**config.mk**
```make
export PLATFORM = sky130hd
export DESIGN_NAME = cpu_ifetch_q
export DESIGN_NICKNAME = d
export VERILOG_FILES = /design/src/rtl/cpu_ifetch_q.sv
export SDC_FILE = /design/constraint.sdc
export NUM_CORES = 1
export LEC_CHECK = 0
export CORE_UTILIZATION = 35
export DETAILED_ROUTE_END_ITERATION = 10
export MAX_ROUTING_LAYER = met4
export PLACE_DENSITY = 0.65
export SLEW_MARGIN = 20
export SYNTH_ARGS = -nofsm -noshare
export SYNTH_HDL_FRONTEND = slang
export SYNTH_SLANG_ARGS = --single-unit
```
**constraint.sdc**
```tcl
create_clock -name clk -period 8.77 [get_ports clk]
set_input_delay 1.3155 -clock clk [delete_from_list [all_inputs] [get_ports clk]]
set_output_delay 1.3155 -clock clk [all_outputs]
set_load 0.1 [all_outputs]
```
**src/rtl/cpu_ifetch_q.sv**
```systemverilog
// -----------------------------------------------------------------------------
// cpu_ifetch_q
//   Instruction-fetch stage with a prefetch FIFO. Issues sequential word reads
//   to a synchronous instruction SRAM (1-cycle read latency), buffers up to
//   FIFO_DEPTH {pc, instr} pairs and hands them to decode over a valid/ready
//   handshake. An execute redirect flushes the FIFO, drops the in-flight read
//   and restarts fetch at the jump target in the same cycle.
//
// Parameters
//   ADDR_W      SRAM word-address width (m_addr = pc[ADDR_W+1:2])
//   FIFO_DEPTH  prefetch entries, power of two, >= 2
//   RESET_PC    first fetch address after reset
//
// Ports
//   clk        in   clock, all state on posedge
//   rst        in   synchronous active-high reset
//   e_j_flag   in   redirect request from execute
//   e_pc_next  in   redirect target, bits [1:0] ignored
//   m_ren      out  SRAM read enable (combinational)
//   m_addr     out  SRAM word address (combinational)
//   m_rdata    in   SRAM read data, valid the cycle after m_ren
//   f_valid    out  instruction available to decode
//   f_ready    in   decode accepts the instruction
//   f_instr    out  instruction word
//   f_pc       out  byte address of f_instr
//
// Configuration
//   IFETCH_BYPASS_EN  when defined, a response arriving into an empty FIFO is
//                     presented to decode in the same cycle (latency 1). When
//                     not defined, decode always sees the FIFO head (latency 2).
// -----------------------------------------------------------------------------
module cpu_ifetch_q #(
    parameter int          ADDR_W     = 10,
    parameter int          FIFO_DEPTH = 4,
    parameter logic [31:0] RESET_PC   = 32'h0000_0000
) (
    input  logic              clk,
    input  logic              rst,
    input  logic              e_j_flag,
    input  logic [31:0]       e_pc_next,
    output logic              m_ren,
    output logic [ADDR_W-1:0] m_addr,
    input  logic [31:0]       m_rdata,
    output logic              f_valid,
    input  logic              f_ready,
    output logic [31:0]       f_instr,
    output logic [31:0]       f_pc
);

    localparam int PTR_W = $clog2(FIFO_DEPTH);
    localparam int CNT_W = PTR_W + 1;

    localparam logic [PTR_W-1:0] PTR_ONE = PTR_W'(1);
    localparam logic [CNT_W-1:0] CNT_ONE = CNT_W'(1);
    localparam logic [CNT_W:0]   DEPTH_C = (CNT_W + 1)'(FIFO_DEPTH);

    // Architectural state
    logic [31:0]      pc_r;
    logic             rsp_v_r;
    logic [31:0]      rsp_pc_r;
    logic [CNT_W-1:0] cnt_r;
    logic [PTR_W-1:0] rd_ptr_r;
    logic [PTR_W-1:0] wr_ptr_r;
    logic [31:0]      mem_pc_r    [FIFO_DEPTH];
    logic [31:0]      mem_instr_r [FIFO_DEPTH];

    // Combinational control
    logic [31:0] tgt_s;
    logic        empty_s;
    logic        byp_s;
    logic        f_valid_s;
    logic        pop_s;
    logic        fifo_pop_s;
    logic        push_s;
    logic [CNT_W:0] occ_s;
    logic        issue_s;
    logic        unused_s;

    // Low target bits are architecturally ignored.
    assign unused_s = ^e_pc_next[1:0];
    assign tgt_s    = {e_pc_next[31:2], 2'b00};
    assign empty_s  = (cnt_r == {CNT_W{1'b0}});

    // Handshake, push/pop and issue decisions for the current cycle
    always_comb begin
        byp_s = 1'b0;
`ifdef IFETCH_BYPASS_EN
        byp_s = empty_s && rsp_v_r && !e_j_flag && !rst;
`endif
        f_valid_s  = !rst && !e_j_flag && (!empty_s || byp_s);
        pop_s      = f_valid_s && f_ready;
        fifo_pop_s = pop_s && !empty_s;
        // A bypassed response consumed directly by decode never enters the FIFO.
        push_s     = rsp_v_r && !e_j_flag && !rst && !(byp_s && f_ready);
        // Occupancy once this cycle's response lands and the pop leaves; the
        // next read may only issue if its response is guaranteed a slot.
        occ_s      = {1'b0, cnt_r} + {{CNT_W{1'b0}}, rsp_v_r} - {{CNT_W{1'b0}}, pop_s};
        if (rst) begin
            issue_s = 1'b0;
        end else if (e_j_flag) begin
            issue_s = 1'b1;
        end else begin
            issue_s = (occ_s < DEPTH_C);
        end
    end

    assign m_ren   = issue_s;
    assign m_addr  = e_j_flag ? tgt_s[ADDR_W+1:2] : pc_r[ADDR_W+1:2];
    assign f_valid = f_valid_s;

    // Output data: FIFO head, bypassed response, or zero when nothing is held
    always_comb begin
        if (!empty_s) begin
            f_pc    = mem_pc_r[rd_ptr_r];
            f_instr = mem_instr_r[rd_ptr_r];
        end else if (byp_s) begin
            f_pc    = rsp_pc_r;
            f_instr = m_rdata;
        end else begin
            f_pc    = 32'h0000_0000;
            f_instr = 32'h0000_0000;
        end
    end

    // Fetch pointer, in-flight read tracking and FIFO bookkeeping
    always_ff @(posedge clk) begin
        if (rst) begin
            pc_r     <= RESET_PC;
            rsp_v_r  <= 1'b0;
            rsp_pc_r <= 32'h0000_0000;
            cnt_r    <= {CNT_W{1'b0}};
            rd_ptr_r <= {PTR_W{1'b0}};
            wr_ptr_r <= {PTR_W{1'b0}};
        end else if (e_j_flag) begin
            // The target read issues this cycle, so it is the in-flight read next.
            pc_r     <= tgt_s + 32'd4;
            rsp_v_r  <= 1'b1;
            rsp_pc_r <= tgt_s;
            cnt_r    <= {CNT_W{1'b0}};
            rd_ptr_r <= {PTR_W{1'b0}};
            wr_ptr_r <= {PTR_W{1'b0}};
        end else begin
            if (issue_s) begin
                pc_r     <= pc_r + 32'd4;
                rsp_v_r  <= 1'b1;
                rsp_pc_r <= pc_r;
            end else begin
                rsp_v_r  <= 1'b0;
            end
            if (push_s) begin
                wr_ptr_r <= wr_ptr_r + PTR_ONE;
            end else begin
                wr_ptr_r <= wr_ptr_r;
            end
            if (fifo_pop_s) begin
                rd_ptr_r <= rd_ptr_r + PTR_ONE;
            end else begin
                rd_ptr_r <= rd_ptr_r;
            end
            case ({push_s, fifo_pop_s})
                2'b10:   cnt_r <= cnt_r + CNT_ONE;
                2'b01:   cnt_r <= cnt_r - CNT_ONE;
                default: cnt_r <= cnt_r;
            endcase
        end
    end

    // FIFO storage; contents are only observed through the count, so no reset
    always_ff @(posedge clk) begin
        if (push_s) begin
            mem_pc_r[wr_ptr_r]    <= rsp_pc_r;
            mem_instr_r[wr_ptr_r] <= m_rdata;
        end
    end

endmodule

```
* Word level (Yosys, flattened, before mapping) *
Memories as Yosys holds them, arrays and structs flattened. A register that Yosys moved wholly into a read port is not among the register bits.
Index checks and enable logic that the tools add are counted.

cells by class
  equality and inequality tests = 2
  divide/modulo/power cells = 0
  multipliers = 0
  $add $sub $neg = 8
  reductions and logical operators = 13
  shift-type cells = 0
  mux-type cells = 18
  magnitude comparators = 1
  bitwise logic cells = 0

operator list
  kind                     count
  $mux W32                 6
  $add A32 B3 Y32 const B  2
  $mux W10                 1
  $mux W2                  4
  $logic_and A1 B1 Y1      6
  $mux W1                  6
  $pmux W3 S2              1
  $add A2 B1 Y2 const B    2
  $add A3 B1 Y4            1
  $lt A4 B3 Y1 const B     1
  $reduce_bool A2 Y1       2
  $sub A4 B1 Y4            1
  $add A3 B1 Y3 const B    1
  $logic_not A1 Y1         3
  $logic_not A3 Y1         1
  $sub A3 B1 Y3 const B    1
  $eq A2 B1 Y1 const B     1
  $eq A2 B2 Y1 const B     1
  $reduce_or A2 Y1         1

storage, ports and cells
  bits of input ports = 68
  memory bits (writable) = 256
  memories kept = 2
  logic and storage cells = 51
  bits in read-only memories = 0
  output and inout port bits = 76
  latch bits = 0
  register bits = 72

memories
  name         depth  bits a word  read ports  clocked after memory_dff  wr ports  RTL line  text
  mem_instr_r  4      32           1           1                         1         65        logic [31:0] mem_instr_r [FIFO_DEPTH];
  mem_pc_r     4      32           1           1                         1         64        logic [31:0] mem_pc_r [FIFO_DEPTH];

* Logic depth before layout (Yosys ltp) *
Gate-level depths: netlist of the first run.

  depth after elaboration = 10
  depth in mapped cells = 15
  mapped depth without buffers = 10

* Worst setup path before layout of the first run *
Ideal clock, no wire load.

  path kind = in2out
  start = input e_j_flag
  end = output m_ren
  data required time = 7.455 ns
  stages = 14
  setup slack = 2.632 ns
  arrival time = 4.823 ns
  buffers on the path = 5
  cell sequence = buf_2 > buf_4 > or2_2 > clkbuf_1 > nor3b_1 > ha_1 > inv_1 > ha_1 > and3b_1 > o211ai_1 > and3_1 > clkbuf_1 > clkbuf_1 > nor2_1

between the ends
  longest elaborated chain between the ends = 8

RTL lines
  item                              RTL line  text
  from (decl)                       39        input logic e_j_flag,
  $logic_not A1 Y1                  90        f_valid_s = !rst && !e_j_flag && (!empty_s || byp_s);
  $logic_and A1 B1 Y1 (2 in a row)  90
  $logic_and A1 B1 Y1               91        pop_s = f_valid_s && f_ready;
  $sub A4 B1 Y4                     97        occ_s = {1'b0, cnt_r} + {{CNT_W{1'b0}}, rsp_v_r} - {{CNT_W{1'b0}}, pop_s};
  $lt A4 B3 Y1                      103       issue_s = (occ_s < DEPTH_C);
  $mux W1 (*)                       100       end else if (e_j_flag) begin
  $mux W1 (*)                       98        if (rst) begin
  to (decl)                         41        output logic m_ren,

Mark *: on every way between the ends. The rest lies on a longest branch, timed or not.

* Worst setup path after layout of the first run *
Same ends and word-level chain as after synthesis.

==> impl_metrics.py, run 1 <==
metrics = {
    "status": {
        "outcome": "complete, no violations",
    },
    "run": {
        "cap_violations": 0,
    },
    "detailed_routing": {
        "dr.pass1.iters": 5,
        "wl_per_cell_um": 18.4,
        "final_antenna_net_count": 0,
        "wl_mm": 28.1,
        "drc": 0,
        "drtIter0Drc": 508,
        "drt-vias-per-instance": 5.02,
        "via_count": 7681,
    },
    "place": {
        "portBuffers": 139,
        "place.detailed.hpwl_mm": 16.7,
        "routabilityCongestion": 0.784,
    },
    "logic_synthesis": {
        "synth_top_area_share_pct": 55.6,
        "synth_edf_count": 248,
        "synth.avg_cell_area_um2": 15.5,
        "ys_top_cells_by_area": "edfxtp_1 56%, dfxtp_1 10%, mux4_2 10%",
        "synth_area_um2": 13400,
        "ys_types": 61,
        "yosys_register_bits": 318,
        "seq_area_frac_synth_pct": 66.0,
        "synth-main-ff-cell": "edfxtp_1",
        "synth-warning-count": 0,
        "yosys.area.top_type": "edfxtp_1",
        "syn_inst": 864,
        "ys_async_sr_fraction_pct": 0,
    },
    "worst_setup_path": {
        "start_kind": "input port",
        "critical_path_arrival_ns": 4.61,
        "end_kind": "output port",
        "crit_fanout": 14,
        "critical_path_required_ns": 7.45,
        "criticalPathCategory": "in -> out",
    },
    "sta": {
        "relSlewSlack_pct": 26.0,
        "report.final.setup_viol": 0,
        "fin_worst_skew_ns": 0.0162,
        "layout_min_cycle_time_ns": 5.92,
        "fmax_mhz": 169,
        "tightest_slew_ns": 1.11,
        "hold_viol": 0,
        "period_share_pct": 67.5,
        "slew_viol_final": 0,
        "rsz0062_at_grt": "false",
        "fin_setup_tns_ns": 0,
    },
    "clocking": {
        "cts_sinks": 318,
        "htreeDepth": 2,
        "cts_tree": "done",
        "cts_root_buf": "clkbuf_16",
        "cts_made_buffers": 35,
        "hold_buffers": 0,
        "clk_latency_ns": 0.51,
        "cts_setup_buffers": 0,
        "cts-resized-gates": 0,
        "clk_path_buf_depth": 3,
        "cts.reportedPaths.clkPinSlew_ns": 0.07,
    },
    "finish": {
        "final-seq-area_um2": 8860,
        "fin_nets": 1071,
        "fillers": 3364,
        "layout_common_cells": "248 x edfxtp_1, 137 x clkdlybuf4s50_1, 76 x nor2_1",
        "area_growth_pct": 22.2,
        "final_common_cell": "edfxtp_1",
        "multiInputGateArea_um2": 4230,
        "drive_gt1_share_pct": 15.3,
    },
    "global_routing": {
        "antenna_found_initial": 1,
        "grtUsageTotal_pct": 14.9,
        "grt_pass1_wl_mm": 43.2,
        "grt_max_degree": 76,
        "overflow": 0,
        "grt_pass1_vias": 7613,
    },
    "floorplan": {
        "num_rows": 71,
        "die_h_um": 198,
        "initial_utilization_pct": 35.6,
        "core_um2": 37700,
        "io_pins": 144,
        "die_area_um2": 39100,
        "die_w_um": 198,
    },
    "worst_hold_path": {
        "hold_class": "reg -> reg",
    },
    "power_and_ir_drop": {
        "power_w": 0.00339,
        "power_density_nw_per_um2": 207,
        "power.leakage_nw": 5.29,
        "ir_drop_uv": 105,
    },
}
[synthesized netlist by cell type, types with 7 or more instances]
cell type	count
a211oi_1	33
buf_2	14
buf_4	8
clkbuf_1	29
dfxtp_1	70
edfxtp_1	248
ha_1	9
inv_1	21
mux2i_1	25
mux4_2	62
nand2_1	22
nand3_1	25
nand3b_1	13
nand4_1	7
nor2_1	76
nor2b_1	63
nor4_1	15
o211a_1	7
o22ai_1	16
xnor2_1	16
[report_power, final]
part	internal, W	switching, W	total [W]	leakage [nW]
clock network	0.000862	0.000580	0.00144	0.539
registers	0.00166	0.0000297	0.00169	2.80
logic	0.0000934	0.000163	0.000257	1.95
total	0.00262	0.000773	0.00339	5.29
[critical path: stages]
cell	delay, ns
buf_2	0.10
or2_2	0.41
nor3b_1	0.22
ha_1	0.17
inv_1	0.04
ha_1	0.28
and3b_1	0.20
o211ai_1	0.20
and3_1	0.56
nor2_1	0.09
clkdlybuf4s50_1	1.00
[state kept, by name (all words and copies together) (netlist names), named ones only]
register / flops
cnt_r: 3
mem_instr_r: 128
mem_pc_r: 120
pc_r: 30
rd_ptr_r: 2
rsp_pc_r: 30
rsp_v_r: 1
wr_ptr_r: 2
[metal layers]
| layer | track usage [%] | vias to the layer above | wire [µm] |
|---|---|---|---|
| met3 | 2.68 | 49 | 1410 |
| met5 | - | - | 0 |
| li1 | - | 3610 | - |
| met2 | 23.3 | 189 | 13200 |
| met4 | 4.54 | 0 | 616 |
| met1 | 19.7 | 3833 | 12900 |
[final timing paths]
path / end / start / slack (ns) / cells past startpoint
max: m_ren / e_j_flag / 2.85 / 11
min: pc_r[29] / pc_r[29] / 0.49 / 2
max reg2reg: pc_r[31] / cnt_r[2] / 5.47 / 11
min reg2reg: pc_r[29] / pc_r[29] / 0.49 / 2
[cells by family (layout without fill, tap and decap cells)]
logic type      count (synthesis)  count (layout)  synth area share, %
compound gates                 85              85                 5.18
xor+xnor                       21              21                 1.37
fa+ha+maj                      10              10                0.990
buf+inv                        76             228                 2.65
flops                         318             318                 66.0
mux                            93              93                 12.8
other cells                     1               3               0.0280
simple gates                  260             260                 10.9
[per-stage QoR]
step                      hold slack [ns]  setup slack [ns]  util [%]  area (µm²)  std cells
after detailed placement            0.483              2.82      40.4       15200       1467
after global placement              0.478              2.83      40.4       15200       1467
final                               0.494              2.85      43.5       16400       1529
after global routing                0.512              2.68      43.5       16400       1529
after CTS                           0.497              2.82      43.5       16400       1528
after floorplan                     0.460              2.63         -       13400        865
[cell type report]
cell class / count / share of cell area [%]
Antenna cell: 1 / 0.0153
Clock inverter: 18 / 1.18
Clock buffer: 43 / 5.78
Timing Repair Buffer: 146 / 8.78
Multi-Input combinational cell: 471 / 25.8
Tap cell: 511 / 3.90
Inverter: 21 / 0.481
Sequential cell: 318 / 54.1
Note: power is estimated with default switching activity, not from simulation.
==> run 2, diff against run 1 <==
--- a/config.mk
+++ b/config.mk
@@ -8,7 +8,7 @@
 export CORE_UTILIZATION = 35
 export DETAILED_ROUTE_END_ITERATION = 10
 export MAX_ROUTING_LAYER = met4
-export PLACE_DENSITY = 0.65
+export PLACE_DENSITY = 0.67
 export SLEW_MARGIN = 20
 export SYNTH_ARGS = -nofsm -noshare
 export SYNTH_HDL_FRONTEND = slang
==> constraint.sdc (replaced) <==
create_clock -name clk -period 5.15 [get_ports clk]
set_input_delay 0.7725 -clock clk [delete_from_list [all_inputs] [get_ports clk]]
set_output_delay 0.7725 -clock clk [all_outputs]
set_load 0.1 [all_outputs]
==> impl_metrics.py, run 2 (same netlist as run 1, synthesis figures left out) <==
metrics = {
    "detailed_routing": {
        "drtIter0Drc": 411,
        "met3_length_mm": 1.48,
        "met2_wirelength_mm": 13.2,
        "wl_met1_mm": 13.4,
        "drt-vias-per-instance": 5.04,
        "wl_per_cell_um": 18.6,
        "dr.pass1.iters": 5,
        "via_count": 7734,
        "final_antenna_net_count": 0,
        "wl_mm": 28.5,
        "drc": 0,
        "top_layer_used": "met4",
    },
    "place": {
        "portBuffers": 139,
        "place.detailed.hpwl_mm": 17.1,
        "routabilityCongestion": 0.819,
        "dp_slack_ns": 1.23,
    },
    "finish": {
        "drive_gt1_share_pct": 16.5,
        "area_growth_pct": 22.6,
        "fin_nets": 1077,
        "largest_reg_flops": 128,
        "top_regs": "mem_instr_r: 128 flops, mem_pc_r: 120 flops",
        "layout_common_cells": "248 x edfxtp_1, 134 x clkdlybuf4s50_1, 76 x nor2_1",
        "antenna_cells": 0,
        "top_register": "mem_instr_r",
        "final_common_cell": "edfxtp_1",
    },
    "power_and_ir_drop": {
        "ir_drop_uv": 202,
        "power.leakage_nw": 5.35,
        "power_density_nw_per_um2": 352,
    },
    "global_routing": {
        "grt_max_degree": 76,
        "antenna_found_initial": 0,
        "grtUsageTotal_pct": 15.1,
        "grt_pass1_wl_mm": 44.2,
        "overflow": 0,
        "grt_pass1_vias": 7819,
    },
    "sta": {
        "fin_worst_skew_ns": 0.0130,
        "fmax_mhz": 238,
        "setup_ws_ns": 0.945,
        "fin_setup_tns_ns": 0,
        "rsz0062_at_grt": "false",
        "layout_min_cycle_time_ns": 4.21,
        "hold_viol": 0,
        "slew_viol_final": 0,
        "report.final.setup_viol": 0,
        "period_share_pct": 81.7,
        "relSlewSlack_pct": 26.6,
        "tightest_slew_ns": 1.10,
    },
    "clocking": {
        "cts_made_buffers": 35,
        "cts_root_buf": "clkbuf_16",
        "htreeDepth": 2,
        "cts-resized-gates": 0,
        "cts_tree": "done",
        "cts_sinks": 318,
        "cts.reportedPaths.clkPinSlew_ns": 0.06,
        "clk_latency_ns": 0.52,
        "hold_buffers": 0,
        "cts_setup_buffers": 0,
        "clk_path_buf_depth": 3,
    },
    "run": {
        "cap_violations": 0,
    },
    "floorplan": {
        "initial_utilization_pct": 35.6,
        "core_um2": 37700,
        "die_w_um": 198,
        "io_pins": 144,
        "die_h_um": 198,
        "num_rows": 71,
        "die_area_um2": 39100,
    },
    "worst_hold_path": {
        "whs_endpoint": "mem_pc_r[2][12]",
        "hold_depth": 0,
        "min_from": "rsp_pc_r[12]",
        "hold_class": "reg -> reg",
    },
    "worst_setup_path": {
        "crit_fanout": 25,
        "r2r_setup_slack_ns": 2.09,
        "worstRegToRegCells": 10,
        "r2r-start": "cnt_r[2]",
        "r2r_end": "rsp_pc_r[15]",
        "criticalPathCategory": "reg -> out",
        "critical_path_arrival_ns": 3.43,
        "start_kind": "flip-flop",
        "end_kind": "output port",
        "critical_path_required_ns": 4.38,
    },
    "status": {
        "outcome": "complete, no violations",
    },
}
-- run 2: cell count changes in the layout (fill, tap and decap cells not counted), moves of 2 or more --
| cell | previous run | this run |
|---|---|---|
| clkinvlp_4 | 6 | 1 |
| inv_6 | 1 | 3 |
| clkbuf_1 | 5 | 3 |
| clkbuf_8 | 2 | 0 |
| clkinv_2 | 2 | 8 |
| buf_4 | 6 | 15 |
| clkdlybuf4s50_1 | 137 | 134 |
-- run 2: layer usage --
metal	vias to the layer above	GRT usage [%]
li1	3619	-
met1	3893	20.5
met2	185	23.4
met3	37	2.90
met4	0	3.82
met5	-	-
-- run 2: worst max-delay path by stage --
stage | startpoint | to | slack, ns | cells past startpoint
after global routing | flip-flop | f_pc[21] | 0.71 | 4
after global placement | e_j_flag | m_addr[9] | 1.20 | 5
after floorplan | e_j_flag | m_ren | 0.1 | 14
after CTS | flip-flop | f_pc[17] | 0.81 | 4
after detailed placement | e_j_flag | m_addr[4] | 1.23 | 5
final | flip-flop | f_pc[20] | 0.94 | 4
-- run 2: area by class of cell --
class | instances | area (µm²)
tap | 511 | 639
fill | 3435 | 21200
inverter | 21 | 78.8
clock inverter | 23 | 224
multi-input combinational | 471 | 4230
clock buffer | 39 | 912
timing repair buffer | 152 | 1480
sequential | 318 | 8860
-- run 2: per-stage QoR --
| step | utilization, % | instances | hold WS, ns | instance area (µm²) | power, W |
|---|---|---|---|---|---|
| after detailed placement | 40.6 | 1473 | 0.489 | 15300 | 0.00338 |
| after floorplan | - | 865 | 0.460 | 13400 | 0.00322 |
| final | 43.6 | 1535 | 0.501 | 16400 | 0.00578 |
| after global placement | 40.6 | 1473 | 0.477 | 15300 | 0.00337 |
| after global routing | 43.6 | 1535 | 0.526 | 16400 | 0.00598 |
| after CTS | 43.6 | 1535 | 0.504 | 16400 | 0.00585 |
-- run 2: worst max-delay path, stage by stage, from the launching register on --
cell             delay [ns]
dfxtp_4                0.70
buf_4                  0.46
mux4_2                 0.55
nor2b_1                0.14
clkdlybuf4s50_1        1.05
-- run 2: power by group --
group / total, W / switching (W) / internal (W) / leakage [nW]
registers: 0.00288 / 0.0000506 / 0.00283 / 2.80
logic: 0.000440 / 0.000280 / 0.000160 / 1.99
clock network: 0.00246 / 0.00102 / 0.00144 / 0.563
==> run 3, diff against run 2 <==
==> constraint.sdc (replaced) <==
create_clock -name clk -period 3.61 [get_ports clk]
set_input_delay 0.5415 -clock clk [delete_from_list [all_inputs] [get_ports clk]]
set_output_delay 0.5415 -clock clk [all_outputs]
set_load 0.1 [all_outputs]
==> impl_metrics.py, run 3 (same netlist as run 1, synthesis figures left out) <==
metrics = {
    "clocking": {
        "clk_latency_ns": 0.51,
        "cts_made_buffers": 34,
        "cts.reportedPaths.clkPinSlew_ns": 0.07,
        "cts_sinks": 318,
        "cts_tree": "done",
        "cts-resized-gates": 0,
        "clk_path_buf_depth": 3,
        "cts_setup_buffers": 0,
        "htreeDepth": 2,
        "hold_buffers": 0,
        "cts_root_buf": "clkbuf_16",
    },
    "worst_setup_path": {
        "worst_path_max_delay_cell": "dfxtp_1",
        "crit_family": "simple AND/OR/NAND/NOR gates",
        "r2r-start": "cnt_r[2]",
        "critical_path_required_ns": 3.07,
        "worstRegToRegCells": 11,
        "path_cells": "nor3_2, nor3b_2, ha_1, inv_1, ha_1, and3b_1, o211ai_1, and3_1, nor2_4, buf_12",
        "end_kind": "output port",
        "critical_path_arrival_ns": 2.72,
        "criticalPathCategory": "reg -> out",
        "r2r_setup_slack_ns": 0.68,
        "critPathBufInv": 2,
        "r2r_end": "pc_r[31]",
        "start_kind": "flip-flop",
        "crit_fanout": 9,
        "cpPeakStageDelay_ns": 0.49,
        "cp_common_cell": "ha_1",
    },
    "finish": {
        "antenna_cells": 0,
        "final_common_cell": "edfxtp_1",
        "final_area_um2": 16500,
        "area_growth_pct": 23.3,
        "largest_reg_flops": 128,
        "top_regs": "mem_instr_r: 128 flops, mem_pc_r: 120 flops",
        "fin_nets": 1087,
        "top_register": "mem_instr_r",
        "multiInputGateArea_um2": 4240,
        "fillers": 3365,
        "layout_common_cells": "248 x edfxtp_1, 89 x buf_4, 75 x nor2_1",
        "final-seq-area_um2": 8860,
        "drive_gt1_share_pct": 24.5,
    },
    "worst_hold_path": {
        "hold_class": "reg -> reg",
        "whs_endpoint": "pc_r[29]",
        "min_from": "pc_r[29]",
        "hold_depth": 2,
    },
    "detailed_routing": {
        "wl_mm": 28.9,
        "final_antenna_net_count": 0,
        "drt-vias-per-instance": 4.99,
        "wl_per_cell_um": 18.7,
        "via_count": 7708,
        "drtIter0Drc": 522,
        "dr.pass1.iters": 7,
        "drc": 0,
    },
    "sta": {
        "slew_viol_final": 0,
        "period_share_pct": 90.4,
        "relSlewSlack_pct": 44.9,
        "fin_setup_tns_ns": 0,
        "fin_worst_skew_ns": 0.0161,
        "rsz0062_at_grt": "false",
        "report.final.setup_viol": 0,
        "tightest_slew_ns": 0.826,
        "layout_min_cycle_time_ns": 3.26,
        "hold_viol": 0,
        "fmax_mhz": 307,
    },
    "power_and_ir_drop": {
        "clkPwrFrac_pct": 44.2,
        "switchingPower_w": 0.00188,
        "p_seq_share_pct": 48.3,
        "ir_drop_uv": 326,
        "internal_power_w": 0.00663,
        "power.leakage_nw": 5.61,
        "combPwrFrac_pct": 7.5,
        "p_sw_share_pct": 22.1,
        "power_density_nw_per_um2": 514,
    },
    "place": {
        "routabilityCongestion": 0.842,
        "dpl_cell_area_um2": 15300,
        "place.detailed.hpwl_mm": 18.3,
        "portBuffers": 139,
    },
    "global_routing": {
        "grt_pass1_vias": 7767,
        "overflow": 0,
        "grt_pass1_wl_mm": 44.4,
        "grt_max_degree": 73,
        "grtUsageTotal_pct": 15.3,
        "antenna_found_initial": 0,
    },
    "floorplan": {
        "die_area_um2": 39100,
        "initial_utilization_pct": 35.6,
        "core_um2": 37700,
        "io_pins": 144,
        "num_rows": 71,
        "die_w_um": 198,
        "die_h_um": 198,
    },
    "status": {
        "outcome": "complete, no violations",
    },
    "run": {
        "cap_violations": 0,
    },
}
[run 3: worst max path at each step]
stage                  start       end  cells past startpoint
floorplan           e_j_flag     m_ren                     14
global placement     f_ready  pc_r[31]                     11
detailed placement   f_ready  pc_r[31]                     11
CTS                 cnt_r[2]     m_ren                     10
global route        cnt_r[2]     m_ren                     10
finish              cnt_r[2]     m_ren                     10
[run 3: routing by layer]
| metal | track usage, % | part of all wire, % | vias to the layer above |
|---|---|---|---|
| met5 | - | 0 | - |
| met4 | 4.42 | 2.1 | 0 |
| met3 | 2.73 | 4.9 | 46 |
| met2 | 23.9 | 46 | 192 |
| met1 | 20.3 | 47 | 3832 |
| li1 | - | - | 3638 |
[run 3: power groups by stage]
stage	sequential (W)	combinational, W	clock [W]
final	0.00411	0.000635	0.00376
after global routing	0.00412	0.000678	0.00397
after CTS	0.00411	0.000639	0.00384
after detailed placement	0.00419	0.000636	0
after global placement	0.00418	0.000628	0
after floorplan	0.00416	0.000436	0
[run 3: metrics by stage]
step	std cells	worst slack, ns	power (W)	hold WS [ns]	utilization (%)
after CTS	1544	0.328	0.00859	0.504	43.9
after global routing	1544	0.185	0.00877	0.521	43.9
after floorplan	865	-0.0481	0.00460	0.460	-
after detailed placement	1484	0.270	0.00482	0.493	40.6
after global placement	1484	0.316	0.00481	0.481	40.6
final	1544	0.348	0.00850	0.500	43.9
[run 3: layout make-up]
class                   count  area share [%]
repair buffers            163            9.01
multi-input cells         471            25.6
inverters                  21           0.500
well taps                 511            3.87
clock buffers              40            5.66
flip-flops and latches    318            53.6
clock inverters            20            1.74
[run 3: tightest hold or removal path, cell delays in order, from the launching register on]
cell     delay (ns)
dfxtp_1        0.31
nor2_1         0.10
nor4_1         0.05
